==> config.mk <==
export PLATFORM = sky130hd
export DESIGN_NAME = sprite_rom_arbiter
export DESIGN_NICKNAME = d
export VERILOG_FILES = /design/src/rtl/sprite_rom_arbiter.sv
export SDC_FILE = /design/constraint.sdc
export NUM_CORES = 1
export LEC_CHECK = 0
export ABC_CLOCK_PERIOD_IN_PS = 5600
export CORE_ASPECT_RATIO = 0.75
export CORE_UTILIZATION = 42
export CTS_CLUSTER_DIAMETER = 100
export DETAILED_ROUTE_END_ITERATION = 10
export PLACE_DENSITY = 0.82
export SYNTH_ARGS = -nofsm -noshare
export SYNTH_HDL_FRONTEND = slang
export SYNTH_SLANG_ARGS = --single-unit
==> constraint.sdc <==
create_clock -name Clk -period 5.6 [get_ports Clk]
set_input_delay 1.4 -clock Clk [delete_from_list [all_inputs] [get_ports Clk]]
set_output_delay 1.4 -clock Clk [all_outputs]
set_load 0.03 [all_outputs]
==> src/rtl/sprite_rom_arbiter.sv <==
// Round-robin arbiter sharing one sprite ROM between NREQ requesters, with a ROM_LAT-deep response pipeline.
// Optional build macro ARB_PLAYER_PRIO_EN gives requester 0 (player) absolute priority.
module sprite_rom_arbiter #(
    parameter int NREQ    = 6,
    parameter int AW      = 16,
    parameter int ROM_LAT = 2
) (
    input  logic                     Clk,
    input  logic                     Reset,
    input  logic [NREQ-1:0]          req,
    input  logic [NREQ-1:0][AW-1:0]  req_addr,
    output logic [NREQ-1:0]          gnt,
    output logic [AW-1:0]            rom_addr,
    output logic                     rom_rd,
    input  logic [4:0]               rom_data,
    output logic [NREQ-1:0]          rsp_valid,
    output logic [4:0]               rsp_index
);

    logic [2:0]      ptr_q;
    logic [2:0]      ptr_d;
    logic            grant_s;
    logic [2:0]      win_s;
    logic            upd_ptr_s;
    logic [NREQ-1:0] gnt_s;
    logic [AW-1:0]   rom_addr_q;
    logic [AW-1:0]   rom_addr_d;
    logic [NREQ-1:0] pipe_q [ROM_LAT];
    logic [NREQ-1:0] last_in_s;
    logic [4:0]      rsp_index_q;
    logic [4:0]      rsp_index_d;

    // Winner selection, grant vector, pointer and ROM address next state
    always_comb begin
        grant_s   = 1'b0;
        win_s     = 3'd0;
        upd_ptr_s = 1'b0;
        gnt_s     = '0;
        // Walk the search order backwards so the first requester from ptr wins last.
        for (int i = NREQ - 1; i >= 0; i--) begin
            win_s   = req[(int'(ptr_q) + i) % NREQ] ? 3'((int'(ptr_q) + i) % NREQ) : win_s;
            grant_s = grant_s | req[(int'(ptr_q) + i) % NREQ];
        end
`ifdef ARB_PLAYER_PRIO_EN
        win_s     = req[0] ? 3'd0 : win_s;
        grant_s   = grant_s & ~Reset;
        upd_ptr_s = grant_s & ~req[0];
`else
        grant_s   = grant_s & ~Reset;
        upd_ptr_s = grant_s;
`endif
        for (int i = 0; i < NREQ; i++) begin
            gnt_s[i] = grant_s && (win_s == 3'(i));
        end
        ptr_d       = upd_ptr_s ? ((win_s == 3'(NREQ - 1)) ? 3'd0 : win_s + 3'd1) : ptr_q;
        rom_addr_d  = grant_s ? req_addr[win_s] : rom_addr_q;
        rsp_index_d = (|last_in_s) ? rom_data : rsp_index_q;
    end

    // The last pipeline stage is fed straight from the grant when the ROM answers in one cycle.
    generate
        if (ROM_LAT == 1) begin : g_lat1
            assign last_in_s = gnt_s;
        end else begin : g_latn
            assign last_in_s = pipe_q[ROM_LAT-2];
        end
    endgenerate

    // Pointer and held ROM address registers
    always_ff @(posedge Clk or posedge Reset) begin
        if (Reset) begin
            ptr_q      <= 3'd0;
            rom_addr_q <= '0;
        end else begin
            ptr_q      <= ptr_d;
            rom_addr_q <= rom_addr_d;
        end
    end

    // Grant pipeline (one-hot id per stage) and response index register
    always_ff @(posedge Clk or posedge Reset) begin
        if (Reset) begin
            for (int j = 0; j < ROM_LAT; j++) begin
                pipe_q[j] <= '0;
            end
            rsp_index_q <= 5'd0;
        end else begin
            pipe_q[0] <= gnt_s;
            for (int j = 1; j < ROM_LAT; j++) begin
                pipe_q[j] <= pipe_q[j-1];
            end
            rsp_index_q <= rsp_index_d;
        end
    end

    assign gnt       = gnt_s;
    assign rom_rd    = grant_s;
    assign rom_addr  = rom_addr_d;
    assign rsp_valid = pipe_q[ROM_LAT-1];
    assign rsp_index = rsp_index_q;

endmodule
==> results.cfg, run 1 <==
[timing]
rsz0062_at_grt = true
setup_violations = 1
finalCritPeriodShare_pct = 100.5
finalWorstSetupSlack_ns = -0.02845
final_max_slew_viol_count = 0
period_minus_slack_ns = 5.628
totalNegativeSetupSlack_ns = -0.02845
slew_headroom_pct = 57.73
tightest_slew_ns = 0.6302
hold_viol = 0
finClkSkew_ns = 0.004098
timing.fmax_ghz = 0.1777

[synth]
synth-edff-count = 0
synth_seq_area_share_pct = 23.06
synth_fp_nets = 556
synth.distinct_cells = 67
synth.avg_cell_area_um2 = 8.959
synth_warnings = 0
muxShareOfSynthArea_pct = 22.13
synthArstFlopShare_pct = 100.0
synth-seq-cells = 36
synth_ff_type = dfrtp_1
synthXorXnorAreaFrac_pct = 1.634
synth_area_mm2 = 0.003906
synthCells = 436
synth_simple_gate_area_share_pct = 19.92
synth_compound_area_share_pct = 23.48
synthAdderAreaFrac_pct = 3.523
synth_top_family_by_area = compound AO/OA/AOI/OAI gates

[global_routing]
grt_max_degree = 57
grt_usage_pct = 29.88
grt_overflow_total = 0
antenna_found_initial = 0
grt_pass1_vias = 4618
grt_pass1_wl_um = 22980

[cts]
cts_max_level = 2
cts_hold_buf = 0
cts_tree = done
clkTransAtPathRegs_ns = 0.06
root_buffer = clkbuf_16
clock_path_buffers = 2
numCtsBuffers = 5
insertion_delay_ns = 0.28
cts_sinks = 36

[die]
io_pins = 143
core_mm2 = 0.009046
start_util_pct = 43.18
fp.dieW_um = 113.4
num_rows = 30
die_h_um = 85.52
dieArea_mm2 = 0.009695

[final_layout]
final_util_pct = 75.10
n_antenna_cell = 0
fin_nets = 789
syn_to_final_growth_pct = 73.93
drive_gt1_share_pct = 38.96
fin_area_mm2 = 0.006794
fillerInstances = 582

[routing]
wl_per_cell_um = 19.37
ant_nets = 0
drtPass1Iterations = 8
drc = 1
wl_um = 15460
routed_via_density = 5.909
vias = 4715
drt_iter0_drc = 348

[placement]
place_area_mm2 = 0.006056
gp_congestion = 0.9154
dpl.hpwl_um = 10350
dp_slack_ns = -0.5415
port_buffers = 142

[worst_hold_path]
worst_hold_path_type = flip-flop to flip-flop

[job]
maxCapViolCount = 0

[critical_path]
max_stage_delay_ns = 0.44
worstSetupStartpointType = flip-flop
crit_type = flip-flop to output pin
path_cells = inv_4 > ha_4 > a21oi_4 > inv_2 > ha_4 > inv_2 > and3_4 > o211ai_1 > nand4b_1 > and3_4 > buf_6 > o31a_4 > buf_6 > mux2_4 > and3_4 > a2111o_1 > buf_6
crit_fanout = 4
crit_path_top_delay_cell = dfrtp_2
crit_required_ns = 4.20
arrival_ns = 4.23
timing.critical_path.to_type = output pin

[outcome]
violations = DRC, setup timing
status = complete, but fails checks
## cell usage after synthesis (all sizes together), types with 2 or more instances
| cell type | number | area share (%) |
|---|---|---|
| nor4 | 17 | 2.7 |
| nand2 | 56 | 5.4 |
| nor2b | 3 | 0.48 |
| o22ai | 2 | 0.32 |
| o2111a | 28 | 8.1 |
| a21oi | 13 | 2.0 |
| mux2i | 35 | 9.0 |
| inv | 11 | 1.1 |
| ha | 11 | 3.5 |
| o211ai | 7 | 1.3 |
| a221oi | 16 | 3.7 |
| xor2 | 2 | 0.93 |
| and3 | 8 | 1.5 |
| nand2b | 5 | 0.86 |
| nor3 | 5 | 0.64 |
| o31ai | 4 | 0.90 |
| a2111o | 2 | 0.58 |
| and2 | 18 | 2.9 |
| clkbuf | 18 | 1.7 |
| o21a | 2 | 0.38 |
| or2 | 2 | 0.32 |
| a211o | 4 | 0.90 |
| nand4b | 2 | 0.45 |
| nor2 | 25 | 2.4 |
| buf | 17 | 3.4 |
| o21ai | 10 | 1.4 |
| a21boi | 2 | 0.48 |
| nand3 | 8 | 1.0 |
| mux2 | 41 | 12 |
| mux4 | 2 | 1.2 |
| a211oi | 4 | 0.77 |
| o21bai | 2 | 0.38 |
| dfrtp | 36 | 23 |
## cells by family (layout without fill, tap and decap cells)
| group | Yosys count | in the layout |
|---|---|---|
| DFF | 36 | 36 |
| buffers and inverters | 47 | 281 |
| adders and majority gates | 11 | 11 |
| xor gates and xnor gates | 3 | 3 |
| and+or+nand+nor | 155 | 155 |
| AOI/OAI and AO/OA | 106 | 106 |
| muxes | 78 | 78 |
## registers in the layout, summed over array words and instances (netlist names)
name        count
rsp_valid       6
rsp_index       5
ptr_q           3
rom_addr_q     16
last_in_s       6
## cell type report
type	instances	area (µm²)	share of cell area (%)
Multi-Input combinational cell	353	3178	46.78
Timing Repair Buffer	261	2355	34.66
Sequential cell	36	904.6	13.31
Tap cell	128	160.2	2.357
Clock buffer	5	125.1	1.842
Inverter	12	47.55	0.6998
Clock inverter	3	23.77	0.3499
## final timing paths
check / to / from / slack (ns) / cells after the start
setup / recovery: rom_addr[12] / ptr_q[1] / -0.03 / 17
hold / removal: rsp_valid[0] / last_in_s[0] / 0.37 / 0
setup reg to reg: rom_addr_q[12] / ptr_q[1] / 1.56 / 17
hold reg to reg: rsp_valid[0] / last_in_s[0] / 0.37 / 0
max in group asynchronous: ptr_q[1] / Reset / 3.53 / 3
min in group asynchronous: rom_addr_q[13] / Reset / 1.72 / 3
## worst max-delay path, delay by kind of cell (launching register included)
| family | cells | cell delay, ns |
|---|---|---|
| multiplexers | 1 | 0.29 |
| AO/OA/AOI/OAI | 4 | 1.35 |
| buffers and inverters | 6 | 0.60 |
| adder cells (fa/ha/maj) | 2 | 0.43 |
| flip-flops | 1 | 0.44 |
| AND/OR/NAND/NOR | 4 | 0.83 |
## metrics by stage
step                instances  hold WS [ns]
floorplan                 436        0.3540
global placement          754        0.3577
detailed placement        754        0.3609
CTS                       778        0.3738
global route              798        0.3780
finish                    798        0.3717
## what timing repair did
item                       4_1_cts  5_1_grt
setup buffers                   15       22
resized for setup               48       42
gates cloned                     1        0
hold endpoints to repair         0        0
pin swaps                       12       18
setup endpoints to repair       23       18
## per-layer routing
metal | vias to the layer above | wire [µm] | global-route usage (%)
li1 | 2136 | - | -
met1 | 2297 | 6379 | 38.69
met2 | 240 | 7573 | 50.64
met3 | 42 | 980 | 4.523
met4 | 0 | 525 | 11.36
met5 | - | 0 | 0
## placed cells by master, fill, tap and decap left out, types with 4 or more instances in the layout
cell type and instances:
ha_1 4, clkdlybuf4s50_1 114, o211ai_1 7, mux2_4 5
and3_4 5, clkbuf_16 5, a221oi_1 11, a211oi_1 4
and2_1 18, a221oi_2 5, nor4_4 10, ha_4 5
o2111a_1 28, mux2_2 35, buf_6 18, nor3_1 5
nand3_1 8, nor2_1 25, nand2_1 56, dfrtp_1 33
nor4_2 4, o21ai_0 7, mux2i_1 33, buf_12 4
inv_2 5, a21oi_1 11, buf_4 120, inv_1 5
Power of run 1 is left out: the tool's default activity adds up to more than one toggle a clock period on the data nets, which glitch-free logic cannot reach.
==> run 2, diff against run 1 <==
ABC_CLOCK_PERIOD_IN_PS = 7300   (was 5600)
CORE_UTILIZATION = 50   (was 42)
PLACE_DENSITY = 0.92   (was 0.82)
RECOVER_POWER = 50   (was not set)
clock period = 7.3 ns   (was 5.6 ns; I/O delays follow)
==> results.cfg, run 2 (synthesis results as in run 1) <==
[outcome]
status = complete, but fails checks
violations = capacitance limit, slew limit

[final_layout]
fin_nets = 689
drive_gt1_share_pct = 18.77
final_cell_mix = clkdlybuf4s50_1, nand2_1, mux2_2, dfrtp_1
n_antenna_cell = 0
largest_reg_flops = 16
largest_register = rom_addr_q
fillerInstances = 525
syn_to_final_growth_pct = 41.48
mostFrequentLayoutCell = clkdlybuf4s50_1

[critical_path]
timing.critical_path.to_type = output pin
rr_startpoint = ptr_q[2]
path_cells = clkdlybuf4s50_1 > mux4_2 > nand2b_2 > inv_2 > or2_2 > or2_1 > a211o_1 > buf_4 > nand2_1 > buf_4 > a221oi_1 > nor4_1 > buf_4
crit_type = input pin to output pin
cp_num_buf_inv = 5
critPathMostFrequentCell = buf_4
arrival_ns = 5.36
critical_path.top_delay_family = simple AND/OR/NAND/NOR gates
crit_path_top_delay_cell = mux4_2
crit_required_ns = 5.48
crit_fanout = 12
crit_start = req[3]
worstSetupStartpointType = input pin
max_stage_delay_ns = 0.52

[cts]
cts_tree = done
root_buffer = clkbuf_8
cts_sinks = 36
cts_setup_buffers = 0
clock_path_buffers = 2
clkTransAtPathRegs_ns = 0.08
insertion_delay_ns = 0.30
cts_hold_buf = 0
numCtsBuffers = 5
cts_max_level = 2

[timing]
tightest_slew_ns = 2.068
timing.fmax_ghz = 0.1392
final_max_slew_viol_count = 37
setup_violations = 0
slew_headroom_pct = -37.90
period_minus_slack_ns = 7.185
hold_viol = 0
finalCritPeriodShare_pct = 98.43
finClkSkew_ns = 0.009755
finalWorstSetupSlack_ns = 0.1150

[die]
fp.dieW_um = 104.1
num_rows = 27
dieArea_mm2 = 0.008173
start_util_pct = 52.32
core_mm2 = 0.007466
die_h_um = 78.55
io_pins = 143

[job]
maxCapViolCount = 1

[routing]
routed_via_density = 6.307
drc = 0
vias = 4232
ant_nets = 0
drtPass1Iterations = 5
drt_iter0_drc = 371
wl_per_cell_um = 19.24
wl_um = 12910

[placement]
dpl.hpwl_um = 9796
port_buffers = 142
dp_slack_ns = 0.1557
gp_congestion = 0.9631

[global_routing]
grt_pass1_vias = 4016
grt_pass1_wl_um = 19960
antenna_found_initial = 0
grt_max_degree = 57
grt_usage_pct = 30.69
grt_overflow_total = 0

[worst_hold_path]
worst_hold_path_type = flip-flop to flip-flop
hold_start = last_in_s[0]
## run 2: changes by cell type in the layout (fill, tap and decap cells not counted), moves of 4 or more
cell and change:
a221oi_1 +4, a221oi_2 -4, buf_4 -86, buf_6 -18, clkbuf_16 -5, clkbuf_8 +5
dlygate4sd3_1 +11, ha_1 +6, ha_4 -5, nor4_1 +12, nor4_4 -10
## run 2: layer usage
layer,GRT usage [%],vias to the layer above,wire length [µm]
li1,-,1940,-
met1,39.40,1960,5297
met2,51.93,296,6013
met3,6.977,36,1291
met4,8.429,0,307
met5,0,-,0
## run 2: repair_timing
action | in CTS | in global routing
setup endpoints to repair | 0 | 6
hold endpoints to repair | 0 | 0
resized for setup | 0 | 3
## run 2: cell type report
| cell class | count | area, µm² | area share (%) |
|---|---|---|---|
| tap | 101 | 126.4 | 2.287 |
| sequential | 36 | 900.9 | 16.30 |
| timing repair buffer | 161 | 1550 | 28.05 |
| clock buffer | 5 | 68.82 | 1.245 |
| multi-input combinational | 353 | 2789 | 50.46 |
| inverter | 12 | 45.04 | 0.8150 |
| clock inverter | 3 | 46.29 | 0.8377 |
## run 2: path summary, 6_finish.rpt
check | cells past startpoint | slack [ns] | endpoint
worst max register to register | 14 | 2.81 | rom_addr_q[12]
max in group asynchronous | 3 | 3.27 | rom_addr_q[0]
worst min-delay path | 0 | 0.38 | rsp_valid[0]
min in group asynchronous | 3 | 2.85 | ptr_q[1]
worst max-delay path | 13 | 0.11 | rom_addr[1]
worst min register to register | 0 | 0.38 | rsp_valid[0]
## run 2: stage by stage
step | TNS, ns | cell area (µm²) | std cells | hold WS (ns) | utilization [%]
after detailed placement | 0 | 5399 | 663 | 0.3598 | 72.31
after global routing | -0.009431 | 5527 | 671 | 0.3830 | 74.02
after floorplan | 0 | 3906 | 436 | 0.3540 | -
final | 0 | 5527 | 671 | 0.3823 | 74.02
after CTS | 0 | 5514 | 671 | 0.3784 | 73.86
after global placement | 0 | 5399 | 663 | 0.3565 | 72.31
Power of run 2 is left out for the same reason.
==> run 3, diff against run 2 <==
CAP_MARGIN = 15   (was not set)
CTS_CLUSTER_SIZE = 16   (was not set)
==> results of run 3 <==
Final layout, timing and power as in run 2 (identical DEF).
Power of run 3 is left out for the same reason.
